$ cat config.mk
export PLATFORM = sky130hd
export DESIGN_NAME = seq_alu
export DESIGN_NICKNAME = d
export VERILOG_FILES = /design/src/rtl/holy_core_pkg.sv /design/src/rtl/seq_muldiv.sv /design/src/rtl/seq_alu.sv
export SDC_FILE = /design/constraint.sdc
export NUM_CORES = 1
export LEC_CHECK = 0
export ABC_AREA = 1
export BUFFER_PORTS_ARGS = -buffer_cell sky130_fd_sc_hd__buf_2
export CAP_MARGIN = 30
export CORE_MARGIN = 5
export CORE_UTILIZATION = 30
export DETAILED_ROUTE_END_ITERATION = 16
export REMOVE_ABC_BUFFERS = 1
export SLEW_MARGIN = 0
export SYNTH_ARGS = -nofsm -noshare
export SYNTH_HDL_FRONTEND = slang
export SYNTH_SLANG_ARGS = --single-unit
$ cat constraint.sdc
create_clock -name clk -period 1.2 [get_ports clk]
set_input_delay 0.12 -clock clk [delete_from_list [all_inputs] [get_ports clk]]
set_output_delay 0.12 -clock clk [all_outputs]
set_load 0.1 [all_outputs]
$ cat src/rtl/holy_core_pkg.sv
// holy_core_pkg: ALU opcodes, flag bundle, FSM states and decode helpers.
// Build option HOLY_ALU_MULDIV_EN enables the iterative M-extension datapath.
package holy_core_pkg;

  typedef enum logic [4:0] {
    ALU_ADD    = 5'd0,
    ALU_SUB    = 5'd1,
    ALU_AND    = 5'd2,
    ALU_OR     = 5'd3,
    ALU_XOR    = 5'd4,
    ALU_SLT    = 5'd5,
    ALU_SLTU   = 5'd6,
    ALU_SLL    = 5'd7,
    ALU_SRL    = 5'd8,
    ALU_SRA    = 5'd9,
    ALU_MUL    = 5'd10,
    ALU_MULH   = 5'd11,
    ALU_MULHSU = 5'd12,
    ALU_MULHU  = 5'd13,
    ALU_DIV    = 5'd14,
    ALU_DIVU   = 5'd15,
    ALU_REM    = 5'd16,
    ALU_REMU   = 5'd17
  } alu_control_t;

  typedef struct packed {
    logic word_aligned;
    logic halfword_aligned;
  } aligned_addr_signal;

  typedef enum logic [1:0] {
    IDLE,
    CALC,
    DONE
  } alu_state_t;

  function automatic logic is_muldiv(input alu_control_t op);
    return op inside {[ALU_MUL:ALU_REMU]};
  endfunction

  function automatic logic is_div_op(input alu_control_t op);
    return op inside {[ALU_DIV:ALU_REMU]};
  endfunction

  function automatic logic is_rem_op(input alu_control_t op);
    return op inside {ALU_REM, ALU_REMU};
  endfunction

  function automatic logic src1_signed(input alu_control_t op);
    return op inside {ALU_MUL, ALU_MULH, ALU_MULHSU, ALU_DIV, ALU_REM};
  endfunction

  function automatic logic src2_signed(input alu_control_t op);
    return op inside {ALU_MUL, ALU_MULH, ALU_DIV, ALU_REM};
  endfunction

endpackage

$ cat src/rtl/seq_muldiv.sv
// seq_muldiv: radix-2 shift-add multiplier / restoring divider, WIDTH steps.
// Only built when HOLY_ALU_MULDIV_EN is defined.
`ifdef HOLY_ALU_MULDIV_EN
module seq_muldiv
  import holy_core_pkg::*;
#(
  parameter int WIDTH = 32
) (
  input  logic             clk,
  input  logic             rst_n,
  input  logic             start,
  input  alu_control_t     op,
  input  logic [WIDTH-1:0] src1,
  input  logic [WIDTH-1:0] src2,
  output logic             done,
  output logic [WIDTH-1:0] result
);

  localparam int CW = $clog2(WIDTH) + 1;

  logic [2*WIDTH-1:0] acc, acc_next, prod;
  logic [WIDTH-1:0]   opnd, dvd, a_mag, b_mag;
  logic [WIDTH-1:0]   quo, rem;
  logic [WIDTH:0]     sum, shl, diff;
  logic [CW-1:0]      count;
  logic               busy, neg, div0, a_neg, b_neg;
  alu_control_t       op_q;

  always_comb begin
    a_neg = src1_signed(op) & src1[WIDTH-1];
    b_neg = src2_signed(op) & src2[WIDTH-1];
    a_mag = a_neg ? -src1 : src1;
    b_mag = b_neg ? -src2 : src2;
  end

  // acc = {product hi, multiplier} or {remainder, dividend/quotient}
  always_comb begin
    sum  = {1'b0, acc[2*WIDTH-1:WIDTH]}
         + (acc[0] ? {1'b0, opnd} : '0);
    shl  = acc[2*WIDTH-1:WIDTH-1];
    diff = shl - {1'b0, opnd};
    if (!is_div_op(op_q))
      acc_next = {sum, acc[WIDTH-1:1]};
    else if (diff[WIDTH])
      acc_next = {shl[WIDTH-1:0], acc[WIDTH-2:0], 1'b0};
    else
      acc_next = {diff[WIDTH-1:0], acc[WIDTH-2:0], 1'b1};
  end

  always_comb begin
    prod   = neg ? -acc : acc;
    quo    = neg ? -acc[WIDTH-1:0] : acc[WIDTH-1:0];
    rem    = neg ? -acc[2*WIDTH-1:WIDTH] : acc[2*WIDTH-1:WIDTH];
    result = '0;
    unique case (op_q)
      ALU_MUL:                       result = prod[WIDTH-1:0];
      ALU_MULH, ALU_MULHSU, ALU_MULHU: result = prod[2*WIDTH-1:WIDTH];
      ALU_DIV, ALU_DIVU:             result = div0 ? '1 : quo;
      ALU_REM, ALU_REMU:             result = div0 ? dvd : rem;
      default:                       result = '0;
    endcase
  end

  assign done = busy && (count == CW'(WIDTH));

  always_ff @(posedge clk or negedge rst_n) begin
    if (!rst_n) begin
      busy  <= 1'b0;
      count <= '0;
      acc   <= '0;
      opnd  <= '0;
      dvd   <= '0;
      neg   <= 1'b0;
      div0  <= 1'b0;
      op_q  <= ALU_ADD;
    end else if (start) begin
      busy  <= 1'b1;
      count <= '0;
      op_q  <= op;
      dvd   <= src1;
      div0  <= is_div_op(op) && (src2 == '0);
      neg   <= a_neg ^ (b_neg & ~is_rem_op(op));
      opnd  <= is_div_op(op) ? b_mag : a_mag;
      acc   <= {{WIDTH{1'b0}}, is_div_op(op) ? a_mag : b_mag};
    end else if (busy) begin
      if (count == CW'(WIDTH)) begin
        busy <= 1'b0;
      end else begin
        acc   <= acc_next;
        count <= count + CW'(1);
      end
    end
  end

endmodule
`endif

$ cat src/rtl/seq_alu.sv
// seq_alu: handshaked ALU, single-cycle base ops plus optional iterative M-ops.
// Build option HOLY_ALU_MULDIV_EN enables MUL/DIV; otherwise M-ops return 0.
module seq_alu
  import holy_core_pkg::*;
#(
  parameter int WIDTH = 32
) (
  input  logic               clk,
  input  logic               rst_n,
  input  logic               req_valid,
  output logic               req_ready,
  input  alu_control_t       alu_control,
  input  logic [WIDTH-1:0]   src1,
  input  logic [WIDTH-1:0]   src2,
  output logic               rsp_valid,
  input  logic               rsp_ready,
  output logic [WIDTH-1:0]   alu_result,
  output logic               zero,
  output logic               last_bit,
  output aligned_addr_signal aligned_addr
);

  localparam int SHW = $clog2(WIDTH);

  alu_state_t       state;
  logic [WIDTH-1:0] single_res, md_result;
  logic [SHW-1:0]   shamt;
  logic             accept, go_calc, md_done;

  assign req_ready = (state == IDLE);
  assign accept    = req_valid & req_ready;
  assign shamt     = src2[SHW-1:0];

`ifdef HOLY_ALU_MULDIV_EN
  assign go_calc = accept & is_muldiv(alu_control);

  seq_muldiv #(.WIDTH(WIDTH)) u_muldiv (
    .clk    (clk),
    .rst_n  (rst_n),
    .start  (go_calc),
    .op     (alu_control),
    .src1   (src1),
    .src2   (src2),
    .done   (md_done),
    .result (md_result)
  );
`else
  assign go_calc   = 1'b0;
  assign md_done   = 1'b0;
  assign md_result = '0;
`endif

  // M-ops and unknown opcodes fall through to 0 here
  always_comb begin
    single_res = '0;
    unique case (alu_control)
      ALU_ADD:  single_res = src1 + src2;
      ALU_SUB:  single_res = src1 - src2;
      ALU_AND:  single_res = src1 & src2;
      ALU_OR:   single_res = src1 | src2;
      ALU_XOR:  single_res = src1 ^ src2;
      ALU_SLT:  single_res = {{(WIDTH-1){1'b0}},
                              $signed(src1) < $signed(src2)};
      ALU_SLTU: single_res = {{(WIDTH-1){1'b0}}, src1 < src2};
      ALU_SLL:  single_res = src1 << shamt;
      ALU_SRL:  single_res = src1 >> shamt;
      ALU_SRA:  single_res = $signed(src1) >>> shamt;
      default:  single_res = '0;
    endcase
  end

  always_ff @(posedge clk or negedge rst_n) begin
    if (!rst_n) begin
      state      <= IDLE;
      rsp_valid  <= 1'b0;
      alu_result <= '0;
    end else begin
      unique case (state)
        IDLE: if (req_valid) begin
          if (go_calc) begin
            state <= CALC;
          end else begin
            alu_result <= single_res;
            rsp_valid  <= 1'b1;
            state      <= DONE;
          end
        end
        CALC: if (md_done) begin
          alu_result <= md_result;
          rsp_valid  <= 1'b1;
          state      <= DONE;
        end
        DONE: if (rsp_ready) begin
          rsp_valid <= 1'b0;
          state     <= IDLE;
        end
        default: state <= IDLE;
      endcase
    end
  end

  assign zero     = (alu_result == '0);
  assign last_bit = alu_result[0];
  assign aligned_addr.word_aligned     = (alu_result[1:0] == 2'b00);
  assign aligned_addr.halfword_aligned = ~alu_result[0];

endmodule
==> Word level (Yosys, flattened, before mapping) <==
Index checks and enable logic that the tools add are counted.
{ "classes": {"reduce_logical": 8, "magnitude_cmp": 2, "mux": 7, "eq_ne": 13, "shift": 3, "n_addsub": 2, "n_bitwise": 5} }
{ "ops": {"columns": ["op", "n"], "rows": [
  ["$pmux 32 s10", 1],
  ["$lt 32x32->1", 2],
  ["$add 32x32->32", 1],
  ["$and 32x32->32", 1],
  ["$logic_not 32->1", 1],
  ["$or 32x32->32", 1],
  ["$shl 32x5->32", 1],
  ["$shr 32x5->32", 1],
  ["$sshr 32x5->32", 1],
  ["$sub 32x32->32", 1],
  ["$xor 32x32->32", 1],
  ["$eq 5x3->1 const B", 4],
  ["$eq 5x2->1 const B", 2],
  ["$eq 5x4->1 const B", 2],
  ["$pmux 2 s3", 1],
  ["$reduce_and 3->1", 2],
  ["$eq 5x1->1 const B", 1],
  ["$logic_not 5->1", 1],
  ["$logic_not 2->1", 2],
  ["$mux 2", 2],
  ["$ne 2x2->1 const B", 2],
  ["$eq 2x1->1 const B", 1],
  ["$eq 2x2->1 const B", 1],
  ["$mux 1", 2],
  ["other kinds (4)", 5]
]} }
{ "word_totals": {"inputBits": 73, "reg_bits": 35, "output_inout_bits": 38, "elab_cells": 43} }

==> Logic depth before layout (Yosys ltp) <==
Gate-level depths: netlist (run 1).
{ "logic_depth": {"word_depth": 3, "depth_mapped": 20, "depth_no_buf": 18} }

==> Worst setup path before layout (run 1) <==
No wires, ideal clock.
{ "synth_timing": {"path_kind": "reg2out", "from": "register alu_result[0]", "to": "output port zero", "n_path_buf": 0, "arrival_ns": 2.534, "required_ns": 1.080, "slack_ns": -1.454, "stages_incl_launch_ff": 4, "path_cell_list": "dfrtp_1 > nor4_1 > nand4_1 > nor2_1"} }
{ "synth_via": {"elab_chain_len": 1} }
{ "synth_rtl": {"columns": ["element", "line", "rtl"], "rows": [
  ["start: declaration", "seq_alu.sv:17", "output logic [WIDTH-1:0] alu_result,"],
  ["start signal: assignment", "seq_alu.sv:83", "alu_result <= single_res;"],
  ["start signal: assignment", "seq_alu.sv:89", "alu_result <= md_result;"],
  ["$logic_not 32->1", "seq_alu.sv:102", "assign zero = (alu_result == '0);"],
  ["end: declaration", "seq_alu.sv:18", "output logic zero,"]
]} }
Every way passes these cells.

==> Worst setup path in the final report (run 1) <==
{ "layout_timing": {"from": "register alu_result[19]", "to": "output port zero"} }
Same word-level chain as after synthesis.

==> results of run 1 <==
-- final cells by class --
type                    count  area (sq um)
multi-input cells        1849         13600
repair inverters            3         57.56
flip-flops and latches     33         828.3
clock buffers               5         125.1
repair buffers            843          8090
fillers                  3603         14690
clock inverters             3         17.52
inverters                 319          1388
well taps                 525         656.9
-- worst max-delay path: stages (launching register included) --
cell and delay [ns]:
dfrtp_2 0.45, nor4_2 0.25, buf_4 0.18, nand4_1 0.16, buf_6 0.18, nor2_4 0.09
buf_12 0.18
-- power groups by stage --
stage                     combinational (mW)  sequential (mW)  clock, mW
after floorplan                         3.22             2.67          0
after global placement                  9.79             1.40          0
after detailed placement                9.82             1.41          0
after CTS                               12.2             1.41       1.39
after global routing                    14.2             1.45       1.44
final                                   13.6             1.44       1.39
-- registers in the layout (all words and copies together), names as in the netlist --
signal      count
rsp_valid       1
alu_result     32
-- layout by cell type (no fill, tap or decap), types with 43 or more instances in the layout --
cell and count:
nand2_1 479, inv_2 99, buf_6 150, nand2_2 260, nor2_4 64, nor2_2 43, ha_4 44, inv_1 170
nand3_1 233, nor2_1 68, buf_12 75, buf_4 552, nand3_2 130, nand2_4 121
-- worst paths after layout --
kind	endpoint	slack, ns	depth (start not counted)
min in group asynchronous	alu_result[11]$_DFFE_PN0P_	0.33	3
worst max register to register	alu_result[19]$_DFFE_PN0P_	-0.03	6
worst min register to register	alu_result[5]$_DFFE_PN0P_	0.60	3
worst max-delay path	zero	-0.72	6
worst min-delay path	rsp_valid$_DFFE_PN0P_	0.02	2
max in group asynchronous	alu_result[27]$_DFFE_PN0P_	0.63	3
-- cells by family after synthesis --
family,count (synthesis)
buffers and inverters,418
xor gates and xnor gates,3
DFF,33
and+or+nand+nor,1532
adders and majority gates,101
AOI/OAI and AO/OA,212
-- per-stage QoR --
step	std cells	power [mW]
after CTS	3540	14.96
after global routing	3580	17.08
after global placement	3444	11.19
final	3580	16.46
after detailed placement	3444	11.24
after floorplan	2200	5.895
-- timing repair --
action / CTS / global route
cloned: 8 / 1
pin swaps: 317 / 345
resized for setup: 1023 / 553
hold endpoints to repair: 33 / 0
buffers inserted: 88 / 53
endpoints found under the setup margin: 35 / 44
hold buffers: 1 / 0
-- routing by layer --
metal | vias to the layer above | global-route usage (%)
li1 | 8911 | -
met1 | 9106 | 47.77
met2 | 1051 | 53.68
met3 | 231 | 5.525
met4 | 0 | 16.74
met5 | - | 0
==> parameters.txt, run 1 <==
Parameter                              Value

Finish
  Share of layout cells above drive strength 1 ... between 60% and 70%
  Core utilization of the finished layout ... a little over three fifths
  Net count of the finished layout ... between 3,000 and 4,000
  Number of antenna cells inserted ... 0
  Final design area excluding fillers ... 24,770 sq um
  Area grow syn2layout ... 108.4%

Die
  Top-level I/O count ... roughly 110
  Initial cell density of the core ... a little under a third
  Overall die width ... 209.0 um
  Row count ... 73
  Area of the die ... 43,700 sq um
  Core area ... 39,460 sq um
  Die H ... 209.0 um

Detailed routing
  Met2 wire length ... 35,570 um
  Via total after detailed routing ... 19,300
  WL final ... ~80,000 um
  DRT iter0 DRCs ... 1,853
  Count of TritonRoute iterations in the first routing pass ... 5
  Top routing layer in use ... met4
  DRT antenna net count ... 0
  Via density per instance ... 5.391
  Detailed-route wire length on metal 1 ... 33,950 um
  Routed WL per cell ... 22.87 um
  DRC viols ... 0
  Met3 wirelength from detailed routing ... 6932 um

STA
  Final Max Tran Viols ... 0
  Unrepaired setup endpoints after global routing ... true
  Achievable Freq ... about 520 MHz
  Fraction of the cycle the final worst path needs ... 160.2%
  Worst slew margin ... 60.64%
  Slew @ Worst Pin ... 0.5903 ns
  Fin Hold WS ... 0.02386 ns
  Min setup slack post-route ... -0.7227 ns
  Setup clock skew after layout ... 0.005734 ns
  Sum of negative setup slack ... -16.30 ns
  Minimum clock period after layout ... 1.923 ns
  Final count of hold timing violations ... 0
  Setup Viol. Count Final ... 37

Yosys
  Cells after Synth ... 2,299
  Simple logic cell fraction of the synthesized area ... a little under three fifths
  Average footprint of a synthesized cell ... 5.170 sq um
  Synth area leader ... nand2_1
  Cells taking the most area after synthesis ... nand2_1 (27%), nand3_1 (16%), ha_1 (10%)
  Compound-Gate Fraction of Synth Area ... 10.04%
  Post-Synth XOR/XNOR Area ... 0.2211%
  Count of yosys warnings during synthesis ... 0
  Most used standard cell by instance count after synthesis ... nand2_1
  Synth top cells by count ... nand2_1 (840), nand3_1 (388), inv_1 (302)
  Mux cell area share after synthesis ... 0%
  Post-synth ARST share ... 100.0%
  Flops & latches, synth ... 33
  Post-synth EDFFs ... 0
  Post-synthesis sequential area ratio ... 6.948%
  Dominant combinational cell family by area after synthesis ... simple AND/OR/NAND/NOR gates
  Prevailing post-synth register cell ... dfrtp_1
  Summed instance area of the synthesized netlist ... 11,890 sq um
  Area share of the largest cell type after synthesis ... a little over a quarter
  Synth Area in Adders ... a little over a tenth
  Number of distinct library cells after synthesis ... 46

Power and ir drop
  Pwr/cell area ... 664.5 nW/um^2
  Leak pwr ... ~13 nW
  Cell internal pwr ... slightly below 8 mW
  Reg power frac ... 8.7%
  Reported net switching power ... 8.677 mW
  Clock share of power ... under 10%
  Portion of total power attributed to combinational logic ... 82.8%
  Worst IR Drop VDD ... approximately 0.44 mV
  Sw Ratio ... 52.72%

Clock network
  Clock sinks ... 33
  Clock slew at the register clock pins of the worst setup and hold paths ... 0.06 ns
  Clock root buffer ... clkbuf_16
  CTS H-tree lvls ... 2
  Worst skew pair latency ... 0.30 ns
  Bufs on Longest Clock Path ... 2
  CTS buffer count ... 5
  TritonCTS clock tree ... built

Outcome
  Violations in the final reports ... negative setup slack
  Run status ... complete, but fails checks

Critical path
  Sort of element at the start of the critical path ... flip-flop
  Launch instance of the worst register-to-register path ... rsp_valid$_DFFE_PN0P_
  Type of destination of the critical path ... output port
  Crit path kind ... reg -> out
  Data required, critical path ... ~1.1 ns
  Source of the critical timing path ... alu_result[19]$_DFFE_PN0P_
  Worst EP arrival ... around 1.8 ns
  Maximum fanout along the worst path ... 2

GRT
  All-Layer GR Usage ... about a third
  Largest net degree at the start of global routing ... 44
  Global-route wire length before repair ... 116,400 um
  Via count of the first global-routing pass ... around 18,000
  Number of antenna violations at the first check in global routing ... 0
  Congestion Overflow GR ... 0

Placement
  Total half-perimeter wirelength after legalization and detailed placement ... roughly 64,000 um
  Cell area after placement ... 17,800 sq um
  Minimum setup slack after placement ... -1.464 ns
  Port buffer count ... 110
  Final weighted congestion in routability-driven placement ... approximately 1.1

Worst hold path
  Start point of the worst hold path ... rsp_ready
  Path category of the worst min-delay check ... in -> reg

Job
  Maximum Capacitance Violations ... 0
(Power assumes the default switching activity.)
==> run 2: changes to the inputs <==
==> constraint.sdc (replaced) <==
create_clock -name clk -period 1.2 [get_ports clk]
set_input_delay 0.24 -clock clk [delete_from_list [all_inputs] [get_ports clk]]
set_output_delay 0.24 -clock clk [all_outputs]
set_load 0.1 [all_outputs]
==> parameters.txt, run 2 (synthesis gave the netlist of run 1 again) <==
Parameter                              Value

Detailed routing
  DRT iter0 DRCs ... 2,031 (was 1,853)
  DRT antenna net count ... 0 (unchanged)
  DRC viols ... 0 (unchanged)
  Routed WL per cell ... 23.36 um (was 22.87 um)
  Via density per instance ... 5.442 (was 5.391)
  WL final ... 83,610 um (was 81,870 um)
  Count of TritonRoute iterations in the first routing pass ... 5 (unchanged)
  Via total after detailed routing ... 19,480 (was 19,300)

STA
  Unrepaired setup endpoints after global routing ... true (unchanged)
  Setup clock skew after layout ... 0.005531 ns (was 0.005734 ns)
  Min setup slack post-route ... -0.8323 ns (was -0.7227 ns)
  Final count of hold timing violations ... 0 (unchanged)
  Fraction of the cycle the final worst path needs ... 169.4% (was 160.2%)
  Minimum clock period after layout ... 2.032 ns (was 1.923 ns)
  Achievable Freq ... 492.1 MHz (was 520.1 MHz)
  Setup Viol. Count Final ... 70 (was 37)
  Sum of negative setup slack ... -22.63 ns (was -16.30 ns)
  Final Max Tran Viols ... 0 (unchanged)
  Slew @ Worst Pin ... 0.4376 ns (was 0.5903 ns)
  Worst slew margin ... 70.79% (was 60.64%)

GRT
  Number of antenna violations at the first check in global routing ... 0 (unchanged)
  Global-route wire length before repair ... 117,600 um (was 116,400 um)
  Via count of the first global-routing pass ... 18,450 (was 18,340)
  All-Layer GR Usage ... 35.27% (was 34.94%)
  Largest net degree at the start of global routing ... 56 (was 44)
  Congestion Overflow GR ... 0 (unchanged)

Finish
  Area grow syn2layout ... 117.0% (was 108.4%)
  Number of antenna cells inserted ... 0 (unchanged)
  Core utilization of the finished layout ... 65.37% (was 62.77%)
  Flip-flop count of the largest register, all copies and words added ... 32 (unchanged)
  Share of layout cells above drive strength 1 ... 63.49% (was 60.10%)
  Most common cell after layout, fill and taps aside ... buf_4 (unchanged)
  Top Registers ... alu_result: 32 flops, rsp_valid: 1 flops (unchanged)
  Most used cells in the layout excluding fill and tap cells ... buf_4 (503), nand2_1 (460), nand2_2 (260), buf_6 (204), nand3_2 (172) (was buf_4 (552), nand2_1 (479), nand2_2 (260), nand3_1 (233), inv_1 (170))
  Most flops, register ... alu_result (unchanged)
  Fillers ... 3,513 (was 3,603)
  Net count of the finished layout ... 3,227 (was 3,228)

Die
  Overall die width ... 209.0 um (unchanged)
  Core area ... 39,460 sq um (unchanged)
  Die H ... 209.0 um (unchanged)
  Top-level I/O count ... 111 (unchanged)
  Row count ... 73 (unchanged)
  Initial cell density of the core ... 30.12% (unchanged)
  Area of the die ... 43,700 sq um (unchanged)

Outcome
  Violations in the final reports ... negative setup slack (unchanged)
  Run status ... complete, but fails checks (unchanged)

Power and ir drop
  Leak pwr ... 12.96 nW (was 12.69 nW)
  Worst IR Drop VDD ... 0.5316 mV (was 0.4415 mV)
  Pwr/cell area ... 656.5 nW/um^2 (was 664.5 nW/um^2)
  Design Power ... 16.93 mW (was 16.46 mW)

Critical path
  Largest stage delay, worst path ... 0.42 ns (was 0.45 ns)
  Type of destination of the critical path ... output port (unchanged)
  Crit path kind ... reg -> out (unchanged)
  Critical-path top delay cell ... dfrtp_1 (was dfrtp_2)
  CP bufs+invs ... 3 (unchanged)
  Maximum fanout along the worst path ... 2 (unchanged)
  List of cells traversed by the critical path ... nor4_4 -> buf_4 -> nand4_1 -> buf_6 -> nor2_4 -> buf_12 (was nor4_2 -> buf_4 -> nand4_1 -> buf_6 -> nor2_4 -> buf_12)
  Worst EP arrival ... 1.79 ns (was 1.80 ns)
  Critical Path Stages ... 6 (unchanged)
  Family with the most delay on the worst path ... simple AND/OR/NAND/NOR gates (was buffers and inverters)
  Data required, critical path ... 0.96 ns (was 1.08 ns)
  Sort of element at the start of the critical path ... flip-flop (unchanged)
  R2R depth ... 6 (unchanged)

Clock network
  CTS buffer count ... 5 (unchanged)
  CTS H-tree lvls ... 2 (unchanged)
  Clock slew at the register clock pins of the worst setup and hold paths ... 0.07 ns (was 0.06 ns)
  TritonCTS clock tree ... built (unchanged)
  Clock root buffer ... clkbuf_16 (unchanged)
  Worst skew pair latency ... 0.30 ns (about the same)
  Clock sinks ... 33 (unchanged)
  Bufs on Longest Clock Path ... 2 (unchanged)

Worst hold path
  Hold Crit Depth ... 2 (unchanged)
  Path category of the worst min-delay check ... in -> reg (unchanged)

Placement
  Port buffer count ... 110 (unchanged)
  Final weighted congestion in routability-driven placement ... 0.9981 (was 1.063)
  Total half-perimeter wirelength after legalization and detailed placement ... 64,250 um (was 64,200 um)

Job
  Maximum Capacitance Violations ... 0 (unchanged)
## run 2: what timing repair did
action / 4_1_cts / 5_1_grt
setup endpoints to repair: 70 / 70
pin swaps: 351 / 339
setup buffers: 94 / 32
gates cloned: 12 / 0
gates resized for setup: 1221 / 545
endpoints found under the hold margin: 33 / 0
hold buffers: 1 / 0
## run 2: final cells by class
class / instances / area (sq um) / area share (%)
Multi-Input combinational cell: 1849 / 14390 / 55.79
Timing Repair Buffer: 843 / 8393 / 32.54
Inverter: 319 / 1350 / 5.234
Sequential cell: 33 / 828.3 / 3.211
Tap cell: 525 / 656.9 / 2.547
Clock buffer: 5 / 125.1 / 0.4851
Timing Repair inverter: 2 / 31.28 / 0.1213
Clock inverter: 3 / 17.52 / 0.06791
## run 2: path summary, 6_finish.rpt
| check | start | end | slack (ns) |
|---|---|---|---|
| hold / removal | rsp_ready | rsp_valid$_DFFE_PN0P_ | 0.14 |
| max in group asynchronous | rst_n | alu_result[19]$_DFFE_PN0P_ | 0.54 |
| setup reg to reg | rsp_valid$_DFFE_PN0P_ | alu_result[25]$_DFFE_PN0P_ | 0 |
| min in group asynchronous | rst_n | alu_result[9]$_DFFE_PN0P_ | 0.44 |
| setup / recovery | alu_result[18]$_DFFE_PN0P_ | zero | -0.83 |
| hold reg to reg | alu_result[4]$_DFFE_PN0P_ | alu_result[4]$_DFFE_PN0P_ | 0.59 |
## run 2: through the flow
stage | cells | instance area [sq um] | hold slack, ns | worst slack [ns]
floorplan | 2200 | 11260 | -0.05559 | -2.019
global placement | 3446 | 17840 | 0.2286 | -1.565
detailed placement | 3446 | 17840 | 0.2296 | -1.477
CTS | 3553 | 23360 | 0.1370 | -0.7878
global route | 3579 | 25790 | 0.1440 | -0.8427
finish | 3579 | 25790 | 0.1368 | -0.8323
## run 2: power by group
group / switching, mW / internal, mW
clock network: 0.630 / 0.765
registers: 0.153 / 1.28
logic: 8.11 / 6.00
total: 8.89 / 8.04
## run 2: per-layer routing
| metal | vias up | wire, um | track usage, % |
|---|---|---|---|
| met5 | - | 0 | 0 |
| met4 | 0 | 4920 | 14.29 |
| met3 | 199 | 6794 | 3.633 |
| met2 | 1035 | 36600 | 54.99 |
| met1 | 9313 | 35290 | 49.82 |
| li1 | 8931 | - | - |
==> run 3: changes to the inputs <==
--- a/config.mk
+++ b/config.mk
@@ -7,9 +7,8 @@
 export LEC_CHECK = 0
 export ABC_AREA = 1
 export BUFFER_PORTS_ARGS = -buffer_cell sky130_fd_sc_hd__buf_2
-export CAP_MARGIN = 30
 export CORE_MARGIN = 5
-export CORE_UTILIZATION = 30
+export CORE_UTILIZATION = 40
 export DETAILED_ROUTE_END_ITERATION = 16
 export REMOVE_ABC_BUFFERS = 1
 export SLEW_MARGIN = 0
==> parameters.txt, run 3 (synthesis gave the netlist of run 1 again) <==
Parameter                              Value

Critical path
  Crit path kind ... in -> reg (was reg -> out)
  Data required, critical path ... 1.38 ns (was 0.96 ns)
  Register-to-register setup slack ... -0.12 ns (was 0 ns)
  Worst EP arrival ... 2.11 ns (was 1.79 ns)
  R2R depth ... 6 (unchanged)
  Maximum fanout along the worst path ... 8 (was 2)
  Type of destination of the critical path ... flip-flop (was output port)
  Sort of element at the start of the critical path ... primary input (was flip-flop)
  Critical R2R Capture ... alu_result[24]$_DFFE_PN0P_ (was alu_result[25]$_DFFE_PN0P_)
  Launch instance of the worst register-to-register path ... rsp_valid$_DFFE_PN0P_ (unchanged)

Detailed routing
  DRT antenna net count ... 0 (unchanged)
  Routed WL per cell ... 22.10 um (was 23.36 um)
  DRC viols ... 0 (unchanged)
  Via density per instance ... 5.739 (was 5.442)
  WL final ... 73,430 um (was 83,610 um)
  DRT iter0 DRCs ... 2,548 (was 2,031)
  Via total after detailed routing ... 19,070 (was 19,480)
  Count of TritonRoute iterations in the first routing pass ... 6 (was 5)

STA
  Setup Viol. Count Final ... 66 (was 70)
  Setup clock skew after layout ... 0.01105 ns (was 0.005531 ns)
  Achievable Freq ... 518.7 MHz (was 492.1 MHz)
  Fraction of the cycle the final worst path needs ... 160.7% (was 169.4%)
  Sum of negative setup slack ... -22.22 ns (was -22.63 ns)
  Final Max Tran Viols ... 0 (unchanged)
  Final count of hold timing violations ... 0 (unchanged)
  Worst slew margin ... 60.85% (was 70.79%)
  Slew @ Worst Pin ... 0.5866 ns (was 0.4376 ns)
  Unrepaired setup endpoints after global routing ... true (unchanged)
  Minimum clock period after layout ... 1.928 ns (was 2.032 ns)
  Min setup slack post-route ... -0.7280 ns (was -0.8323 ns)

Finish
  Fillers ... 2,412 (was 3,513)
  Core utilization of the finished layout ... 74.79% (was 65.37%)
  Most common cell after layout, fill and taps aside ... nand2_1 (was buf_4)
  Share of layout cells above drive strength 1 ... 52.30% (was 63.49%)
  Most used cells in the layout excluding fill and tap cells ... nand2_1 (572), buf_4 (486), nand3_1 (276), nand2_2 (226), inv_1 (182) (was buf_4 (503), nand2_1 (460), nand2_2 (260), buf_6 (204), nand3_2 (172))
  Net count of the finished layout ... 3,107 (was 3,227)
  Sequential standard cell area ... 829.5 sq um (was 828.3 sq um)
  Area used by multi-input combinational logic ... 12,410 sq um (was 14,390 sq um)
  Flip-flop count of the largest register, all copies and words added ... 32 (unchanged)
  Final design area excluding fillers ... 22,050 sq um (was 25,790 sq um)
  Area grow syn2layout ... 85.52% (was 117.0%)
  Number of antenna cells inserted ... 0 (unchanged)
  Top Registers ... alu_result: 32 flops, rsp_valid: 1 flops (unchanged)
  Number of standard cells in the layout, taps in and fillers out ... 3,323 (was 3,579)
  Most flops, register ... alu_result (unchanged)

Power and ir drop
  Leak pwr ... 11.42 nW (was 12.96 nW)
  Clock share of power ... 9.2% (was 8.2%)
  Reg power frac ... 9.7% (was 8.5%)
  Portion of total power attributed to combinational logic ... 81.0% (was 83.3%)
  Pwr/cell area ... 685.5 nW/um^2 (was 656.5 nW/um^2)
  Worst IR Drop VDD ... 0.5889 mV (was 0.5316 mV)
  Sw Ratio ... 52.71% (was 52.51%)
  Reported net switching power ... 7.967 mW (was 8.893 mW)
  Cell internal pwr ... 7.149 mW (was 8.042 mW)

GRT
  Global-route wire length before repair ... 104,500 um (was 117,600 um)
  Congestion Overflow GR ... 0 (unchanged)
  Largest net degree at the start of global routing ... 71 (was 56)
  All-Layer GR Usage ... 40.75% (was 35.27%)
  Via count of the first global-routing pass ... 17,500 (was 18,450)
  Number of antenna violations at the first check in global routing ... 0 (unchanged)

Outcome
  Violations in the final reports ... negative setup slack (unchanged)
  Run status ... complete, but fails checks (unchanged)

Clock network
  CTS H-tree lvls ... 2 (unchanged)
  Clock sinks ... 33 (unchanged)
  Worst skew pair latency ... 0.30 ns (about the same)
  Clock slew at the register clock pins of the worst setup and hold paths ... 0.06 ns (was 0.07 ns)
  Clock root buffer ... clkbuf_16 (unchanged)
  TritonCTS clock tree ... built (unchanged)
  Bufs on Longest Clock Path ... 2 (unchanged)
  CTS buffer count ... 5 (unchanged)

Die
  Core area ... 29,480 sq um (was 39,460 sq um)
  Area of the die ... 33,260 sq um (was 43,700 sq um)
  Top-level I/O count ... 111 (unchanged)
  Overall die width ... 182.4 um (was 209.0 um)
  Row count ... 63 (was 73)
  Initial cell density of the core ... 40.31% (was 30.12%)
  Die H ... 182.4 um (was 209.0 um)

Placement
  Cell area after placement ... 17,260 sq um (was 17,840 sq um)
  Minimum setup slack after placement ... -1.513 ns (was -1.477 ns)
  Total half-perimeter wirelength after legalization and detailed placement ... 57,470 um (was 64,250 um)
  Final weighted congestion in routability-driven placement ... 1.066 (was 0.9981)
  Port buffer count ... 110 (unchanged)
  Dpl cells ... 3,259 (was 3,446)

Job
  Maximum Capacitance Violations ... 0 (unchanged)

Worst hold path
  Start point of the worst hold path ... rsp_ready (unchanged)
  Path category of the worst min-delay check ... in -> reg (unchanged)
  Hold Crit Depth ... 2 (unchanged)
  Capture endpoint of the worst hold path ... rsp_valid$_DFFE_PN0P_ (unchanged)
## run 3: cell count changes in the layout (fill, tap and decap cells not counted), moves of 18 or more
cell / change
nand3_1: +113
nand2_1: +112
buf_6: -81
nand3_2: -74
nand2_4: -60
nand3_4: -39
nand2_2: -34
buf_12: -20
inv_2: -18
nand2_8: -18
## run 3: worst max path at each step
stage | end | cells past startpoint | from | slack (ns)
floorplan | alu_result[1]$_DFFE_PN0P_ | 5 | rsp_valid$_DFFE_PN0P_ | -2.02
global placement | alu_result[24]$_DFFE_PN0P_ | 17 | src1[19] | -1.51
detailed placement | alu_result[24]$_DFFE_PN0P_ | 18 | src2[16] | -1.51
CTS | alu_result[24]$_DFFE_PN0P_ | 17 | src1[0] | -0.68
global route | alu_result[27]$_DFFE_PN0P_ | 16 | src2[0] | -0.80
finish | alu_result[27]$_DFFE_PN0P_ | 16 | src2[0] | -0.73
## run 3: area by class of cell
| class | instances | share of cell area, % |
|---|---|---|
| clock buffer | 6 | 0.6299 |
| clock inverter | 1 | 0.03405 |
| inverter | 319 | 6.077 |
| multi-input combinational | 1848 | 56.26 |
| sequential | 33 | 3.762 |
| tap | 390 | 2.213 |
| timing repair buffer | 726 | 31.02 |
## run 3: critical path: stages
cell and delay, ns:
buf_8 0.11, buf_12 0.15, buf_4 0.18, nand2_1 0.12, nand3_1 0.15, nand3_1 0.16, nand2_1 0.13, nand2_1 0.12
nand3_2 0.11, nand2_1 0.12, nand2_1 0.05, nor2_1 0.09, buf_4 0.15, nand3_4 0.10, nand2_1 0.08, nand2_1 0.05
## run 3: routing by layer
layer / up-vias / GRT usage, % / routed length, um
met5: - / 0 / 0
met4: 0 / 22.67 / 5862
met3: 334 / 7.076 / 8112
met2: 1298 / 64.66 / 31620
met1: 8781 / 52.38 / 27840
li1: 8657 / - / -
## run 3: power groups by stage
| stage | Clock (mW) | Sequential, mW | Combinational, mW |
|---|---|---|---|
| after floorplan | 0 | 2.67 | 3.22 |
| after global placement | 0 | 1.42 | 9.39 |
| after detailed placement | 0 | 1.43 | 9.47 |
| after CTS | 1.40 | 1.45 | 10.8 |
| after global routing | 1.44 | 1.48 | 12.8 |
| final | 1.40 | 1.47 | 12.3 |
## run 3: repair_timing
action	4_1_cts	5_1_grt
pin swaps	133	225
hold buffers	1	0
hold endpoints to repair	33	0
buffers inserted	30	36
endpoints found under the setup margin	70	70
gates cloned	3	2
gates resized for setup	599	595
## run 3: stage by stage
step	power, mW	hold WS (ns)
finish	15.12	0.1794
global route	15.70	0.2088
CTS	13.65	0.1888
detailed placement	10.90	0.2210
global placement	10.81	0.2220
floorplan	5.895	-0.05559
